### src/rtl/multi_channel_data_sync_pkg.sv
// Shared types for the multi-channel handshake synchroniser.
// Holds the per-channel state enum and the channel-id width helper.
package multi_channel_data_sync_pkg;

   typedef enum logic [1:0] {
      IDLE     = 2'd0,
      PENDING  = 2'd1,
      WAIT_LOW = 2'd2
   } ch_state_e;

   function automatic int ch_id_width(input int n);
      if (n <= 1) return 1;
      return $clog2(n);
   endfunction

endpackage

### src/rtl/data_sync_channel.sv
// One receive channel: valid sync chain, capture register, FSM, ack.
// Ports: clk, reset, async_valid/async_data in; grant in from arbiter;
// pending/ack/data out. Optional parity (MULTI_CHANNEL_DATA_SYNC_PARITY_EN)
// adds async_parity in and parity out.
module data_sync_channel
   import multi_channel_data_sync_pkg::*;
#(
   parameter int STAGE_COUNT = 2,
   parameter int BUS_WIDTH   = 8
) (
   input  logic                 clk,
   input  logic                 reset,
   input  logic                 async_valid,
   input  logic [BUS_WIDTH-1:0] async_data,
`ifdef MULTI_CHANNEL_DATA_SYNC_PARITY_EN
   input  logic                 async_parity,
   output logic                 parity,
`endif
   input  logic                 grant,
   output logic                 pending,
   output logic                 ack,
   output logic [BUS_WIDTH-1:0] data
);

   logic [STAGE_COUNT-1:0] sync_q, sync_d;
   ch_state_e              state_q, state_d;
   logic                   ack_q, ack_d;
   logic [BUS_WIDTH-1:0]   data_q, data_d;
   logic                   vsync;

   assign vsync = sync_q[STAGE_COUNT-1];

   always_comb begin
      sync_d  = {sync_q[STAGE_COUNT-2:0], async_valid};
      state_d = state_q;
      data_d  = data_q;
      unique case (state_q)
         IDLE: begin
            // Data is stable while the source holds valid, so it is
            // sampled directly on the edge vsync is first seen high.
            if (vsync) begin
               state_d = PENDING;
               data_d  = async_data;
            end
         end
         PENDING: begin
            if (grant) state_d = vsync ? WAIT_LOW : IDLE;
         end
         WAIT_LOW: begin
            if (!vsync) state_d = IDLE;
         end
         default: state_d = IDLE;
      endcase
      // Dedicated flop so the ack crossing back is glitch-free.
      ack_d = (state_d != IDLE);
   end

   always_ff @(posedge clk) begin
      if (reset) begin
         sync_q  <= '0;
         state_q <= IDLE;
         ack_q   <= 1'b0;
         data_q  <= '0;
      end else begin
         sync_q  <= sync_d;
         state_q <= state_d;
         ack_q   <= ack_d;
         data_q  <= data_d;
      end
   end

`ifdef MULTI_CHANNEL_DATA_SYNC_PARITY_EN
   logic par_q, par_d;

   always_comb begin
      par_d = par_q;
      if (state_q == IDLE && vsync) par_d = async_parity;
   end

   always_ff @(posedge clk) begin
      if (reset) par_q <= 1'b0;
      else       par_q <= par_d;
   end

   assign parity = par_q;
`endif

   assign pending = (state_q == PENDING);
   assign ack     = ack_q;
   assign data    = data_q;

endmodule

### src/rtl/multi_channel_data_synchronizer.sv
// Receives CHANNEL_COUNT four-phase async buses and merges them round-robin
// into one registered valid/ready stream tagged with the channel index.
// Ports: clk, reset; asynchronous_data_valid/_data in, _ack out;
// synchronous_data_valid/_data/_channel out, synchronous_data_ready in.
// MULTI_CHANNEL_DATA_SYNC_PARITY_EN adds asynchronous_data_parity in and
// synchronous_parity_error out.
module multi_channel_data_synchronizer
   import multi_channel_data_sync_pkg::*;
#(
   parameter int STAGE_COUNT   = 2,
   parameter int BUS_WIDTH     = 8,
   parameter int CHANNEL_COUNT = 4,
   localparam int CH_W = ch_id_width(CHANNEL_COUNT)
) (
   input  logic                               clk,
   input  logic                               reset,
   input  logic [CHANNEL_COUNT-1:0]           asynchronous_data_valid,
   input  logic [CHANNEL_COUNT*BUS_WIDTH-1:0] asynchronous_data,
`ifdef MULTI_CHANNEL_DATA_SYNC_PARITY_EN
   input  logic [CHANNEL_COUNT-1:0]           asynchronous_data_parity,
   output logic                               synchronous_parity_error,
`endif
   output logic [CHANNEL_COUNT-1:0]           asynchronous_data_ack,
   output logic                               synchronous_data_valid,
   input  logic                               synchronous_data_ready,
   output logic [BUS_WIDTH-1:0]               synchronous_data,
   output logic [CH_W-1:0]                    synchronous_channel
);

   localparam int CW1 = CH_W + 1;

   logic [CHANNEL_COUNT-1:0] pending;
   logic [CHANNEL_COUNT-1:0] grant;
   logic [BUS_WIDTH-1:0]     ch_data [CHANNEL_COUNT];
`ifdef MULTI_CHANNEL_DATA_SYNC_PARITY_EN
   logic [CHANNEL_COUNT-1:0] ch_par;
`endif

   for (genvar c = 0; c < CHANNEL_COUNT; c++) begin : g_ch
      data_sync_channel #(
         .STAGE_COUNT(STAGE_COUNT),
         .BUS_WIDTH  (BUS_WIDTH)
      ) u_ch (
         .clk         (clk),
         .reset       (reset),
         .async_valid (asynchronous_data_valid[c]),
         .async_data  (asynchronous_data[c*BUS_WIDTH +: BUS_WIDTH]),
`ifdef MULTI_CHANNEL_DATA_SYNC_PARITY_EN
         .async_parity(asynchronous_data_parity[c]),
         .parity      (ch_par[c]),
`endif
         .grant       (grant[c]),
         .pending     (pending[c]),
         .ack         (asynchronous_data_ack[c]),
         .data        (ch_data[c])
      );
   end

   logic                 valid_q, valid_d;
   logic [BUS_WIDTH-1:0] data_q, data_d;
   logic [CH_W-1:0]      chan_q, chan_d;
   logic [CH_W-1:0]      ptr_q, ptr_d;
   logic                 found;
   logic [CH_W-1:0]      gnt_idx;
   logic [CW1-1:0]       scan;
   logic                 load;

   // Scan upward from ptr+1 with wrap; ptr < N and offset <= N keeps the
   // sum below 2N so one conditional subtract does the modulo.
   always_comb begin
      found   = 1'b0;
      gnt_idx = '0;
      scan    = '0;
      for (int i = 1; i <= CHANNEL_COUNT; i++) begin
         scan = {1'b0, ptr_q} + CW1'(i);
         if (scan >= CW1'(CHANNEL_COUNT)) scan = scan - CW1'(CHANNEL_COUNT);
         if (!found && pending[scan[CH_W-1:0]]) begin
            found   = 1'b1;
            gnt_idx = scan[CH_W-1:0];
         end
      end
   end

   assign load = (!valid_q || synchronous_data_ready) && found;

   always_comb begin
      grant = '0;
      if (load) grant[gnt_idx] = 1'b1;
   end

   always_comb begin
      valid_d = valid_q;
      data_d  = data_q;
      chan_d  = chan_q;
      ptr_d   = ptr_q;
      if (load) begin
         valid_d = 1'b1;
         data_d  = ch_data[gnt_idx];
         chan_d  = gnt_idx;
         ptr_d   = gnt_idx;
      end else if (synchronous_data_ready) begin
         valid_d = 1'b0;
      end
   end

   always_ff @(posedge clk) begin
      if (reset) begin
         valid_q <= 1'b0;
         data_q  <= '0;
         chan_q  <= '0;
         ptr_q   <= CH_W'(CHANNEL_COUNT - 1);
      end else begin
         valid_q <= valid_d;
         data_q  <= data_d;
         chan_q  <= chan_d;
         ptr_q   <= ptr_d;
      end
   end

`ifdef MULTI_CHANNEL_DATA_SYNC_PARITY_EN
   logic perr_q, perr_d;

   // Odd parity expected: an even total weight flags an error.
   always_comb begin
      perr_d = perr_q;
      if (load) perr_d = ~^{ch_data[gnt_idx], ch_par[gnt_idx]};
   end

   always_ff @(posedge clk) begin
      if (reset) perr_q <= 1'b0;
      else       perr_q <= perr_d;
   end

   assign synchronous_parity_error = perr_q;
`endif

   assign synchronous_data_valid = valid_q;
   assign synchronous_data       = data_q;
   assign synchronous_channel    = chan_q;

endmodule

### config.mk
export PLATFORM = sky130hd
export DESIGN_NAME = multi_channel_data_synchronizer
export DESIGN_NICKNAME = d
export VERILOG_FILES = /design/src/rtl/multi_channel_data_sync_pkg.sv /design/src/rtl/data_sync_channel.sv /design/src/rtl/multi_channel_data_synchronizer.sv
export SDC_FILE = /design/constraint.sdc
export NUM_CORES = 1
export LEC_CHECK = 0
export ABC_AREA = 1
export BUFFER_PORTS_ARGS = -buffer_cell sky130_fd_sc_hd__buf_2
export CORE_MARGIN = 3
export CORE_UTILIZATION = 40
export CTS_CLUSTER_DIAMETER = 60
export DETAILED_ROUTE_END_ITERATION = 8
export PLACE_DENSITY_LB_ADDON = 0.12
export SYNTH_ARGS = -nofsm -noshare
export SYNTH_HDL_FRONTEND = slang
export SYNTH_SLANG_ARGS = --single-unit
### constraint.sdc
create_clock -name clk -period 2.1 [get_ports clk]
set_input_delay 0.21 -clock clk [delete_from_list [all_inputs] [get_ports clk]]
set_output_delay 0.21 -clock clk [all_outputs]
set_load 0.02 [all_outputs]
==> out/results.ini <==
[synthesis]
synth_fa_ha_area_share_pct = 0
synth_top_family_by_area = simple AND/OR/NAND/NOR gates
synth_nets = 447
yosys.area.top_type = dfxtp_1
avgSynthCellArea_sq_um = 7.04
synthDistinctLibCells = 26
synth_top_area_share_pct = 45.3
yosys.area_share.xor_xnor_pct = 0
synth-seq-area-share_pct = 45.3
yosys.area_share.simple_pct = 31.4
synth_area_leaders = dfxtp_1 45%, nand2_1 11%, nor2_1 8.0%
synth-seq-cells = 65
synthMuxAreaShare_pct = 0
synth_compound_area_share_pct = 12.5
synth_cells = 408
syn-cell-area_sq_um = 2870
yosys_warnings = 0

[critical_path]
endpoint_kind = register
r2r_setup_slack_ns = 0.26
cp_num_cells = 15
cp_slowest_cell = dfxtp_2
worst_ep_required_time_ns = 2.34
cp_top_family = simple AND/OR/NAND/NOR gates
cp_slowest_stage_delay_ns = 0.42
cp.arrival_ns = 2.07
r2r_cells = 15
cp_common_cell = nand2_1
critPathKind = reg -> reg
timing.rr.start = ptr_q[0]$_SDFFE_PP1P_
worstReg2RegEnd = g_ch[0].u_ch.ack$_SDFF_PP0_
start_kind = register
critical_path_buf_inv_count = 2
crit_chain = inv_4 -> nand2_1 -> nand2_1 -> nand2_1 -> nand2_1 -> nor2_1 -> nand2_1 -> nand2_4 -> nand2_4 -> inv_2 -> nand2_1 -> nand2_1 -> nand2_1 -> nand2_1 -> nand2_1
worstPathMaxFanout = 22

[timing]
worstMarginPinSlew_ns = 0.517
fmax_ghz = 0.544
drv_slew = 0
hold_violations = 0
finalSetupViolations = 0
final.setup_skew_ns = 0.00644
tns_ns = 0
maxSlewHeadroom_pct = 65.4
period_minus_slack_ns = 1.84
worst_slack_ns = 0.262
period_share_pct = 87.5
rsz0062_at_grt = no

[clocking]
htree_levels = 3
root_buffer = clkbuf_8
clkSinkCount = 65
cts_buffer_depth = 2
cts.clk_slew.worst_paths_ns = 0.07
worst_skew_pair.late_latency_ns = 0.34
cts_buffers = 9
cts_tree = yes

[place]
io_buffers = 53
post-place-ws_ns = 0.152
gp_congestion = 0.800
placed_cell_area_sq_um = 3200
hpwl_microns = 4990

[drt]
dr.pass1.iters = 4
drt-initial-drc-count = 110
post_drt_wl_per_cell_microns = 12.2
wl_microns = 6860
drcViolationCount = 0
ant_nets = 0
via_per_inst = 4.63
vias = 2592

[flow_run]
drv_cap = 0

[global_routing]
grt_pass1_vias = 2371
grt_util_all_layers_pct = 17.4
grt_max_degree = 51
antenna_found_initial = 0
grt_first_pass_wirelength_microns = 11300
overflow = 0

[power_and_ir_drop]
vdd_drop_max_mv = 0.801
leakagePower_nw = 1.68
power_density_nw_per_um2 = 1270

[worst_hold_path]
hold_class = in -> reg
hold_end = g_ch[3].u_ch.sync_q[0]$_SDFF_PP0_
min_from = asynchronous_data_valid[3]
min_path_cells = 3

[final_layout]
drive_above_1_share_pct = 20.5
nNetsFinal = 499
num_antenna_cells = 0
register_area_sq_um = 1300
fin_util_pct = 49.5
stdcell_area_sq_um = 3400
num-fill-cells = 738
multi_input_area_sq_um = 1260
area_growth_pct = 18.3

[status]
status = finished, final reports clean

[floorplanning]
num_rows = 30
die_h_microns = 90.8
chipWidth_microns = 90.8
core-area_sq_um = 6870
dieArea_sq_um = 8240
ios = 54
start_util_pct = 41.8

worst max path at each step:
stage | from | endpoint | slack (ns)
after global placement | ptr_q[0]$_SDFFE_PP1P_ | g_ch[0].u_ch.ack$_SDFF_PP0_ | 0.17
after detailed placement | ptr_q[0]$_SDFFE_PP1P_ | g_ch[0].u_ch.ack$_SDFF_PP0_ | 0.15
after CTS | ptr_q[0]$_SDFFE_PP1P_ | g_ch[0].u_ch.ack$_SDFF_PP0_ | 0.13
final | ptr_q[0]$_SDFFE_PP1P_ | g_ch[0].u_ch.ack$_SDFF_PP0_ | 0.26
after global routing | g_ch[2].u_ch.state_q[1]$_SDFF_PP0_ | g_ch[0].u_ch.ack$_SDFF_PP0_ | 0.02
after floorplan | ptr_q[0]$_SDFFE_PP1P_ | g_ch[3].u_ch.ack$_SDFF_PP0_ | 0.46
synth_stat cells:
library cell  number
buf_6              3
nand2_2            4
a21oi_1           21
inv_2              3
o22ai_1            1
nor2_4             2
o21ai_2            1
clkinv_1           1
buf_1              1
inv_1             48
dfxtp_1           65
o211ai_1           2
o21ai_1            3
nand3_2            5
nand2_4            4
nand4_1            2
buf_4              4
inv_4              1
nand2_1           82
nand3_1           41
o21bai_1           1
nor3_1             1
clkbuf_1           9
o21ai_0           40
buf_2              2
nor2_1            61
worst min-delay path: cells and delay by family:
family                 cells  cell delay [ns]
buffers and inverters      2             0.10
and+or+nand+nor            1             0.06
sequential cells by signal, summed over array words and instances, names as in the netlist:
name,flops
g_ch.u_ch.ack,4
g_ch.u_ch.data,32
g_ch.u_ch.state_q,8
g_ch.u_ch.sync_q,8
ptr_q,2
synchronous_channel,2
synchronous_data,8
synchronous_data_valid,1
cell families (layout without fill, tap and decap cells):
group                  after synthesis  after routing
and+or+nand+nor                    202            202
buffers and inverters               72            128
AOI/OAI and AO/OA                   69             69
DFF                                 65             65
where the power goes:
part | leakage (nW) | switching (mW) | total (mW) | internal, mW
registers | 0.533 | 0.111 | 1.50 | 1.39
logic | 1.05 | 1.16 | 1.76 | 0.599
clock network | 0.0957 | 0.452 | 1.06 | 0.608
layer usage:
layer  vias to the layer above  track usage (%)  part of all wire, %
met5                         -                0                    0
met4                         0             6.89                  1.6
met3                        12             6.50                  5.9
met2                        62             25.1                   43
met1                      1127             23.3                   50
li1                       1391                -                    -
final cells by class:
cell class                      instances  share of cell area, %
Sequential cell                        65                   38.4
Multi-Input combinational cell        271                   37.1
Clock buffer                           13                   4.67
Tap cell                               96                   3.53
Inverter                               53                   5.93
Clock inverter                          2                   1.10
Timing Repair Buffer                   60                   9.35
timing repair:
| item | CTS | global route |
|---|---|---|
| hold buffers | 0 | 0 |
| setup buffers | 0 | 0 |
| resized for setup | 0 | 2 |
| setup endpoints to repair | 0 | 8 |
stage by stage:
step	power (mW)	hold slack [ns]	std cells
finish	4.33	0.0699	560
global route	4.66	0.0662	560
CTS	4.36	0.0523	560
detailed placement	3.28	0.399	545
global placement	3.27	0.391	545
floorplan	2.90	0.279	408
layout by cell type, fill, tap and decap left out, types with 4 or more instances in the layout:
cell type  instances
nand2_1           82
dfxtp_1           63
nor2_1            61
buf_2             53
inv_1             48
nand3_1           41
o21ai_0           40
a21oi_1           21
clkbuf_8          11
buf_4              7
nand3_2            5
nand2_2            4
nand2_4            4
(Power assumes the default switching activity.)
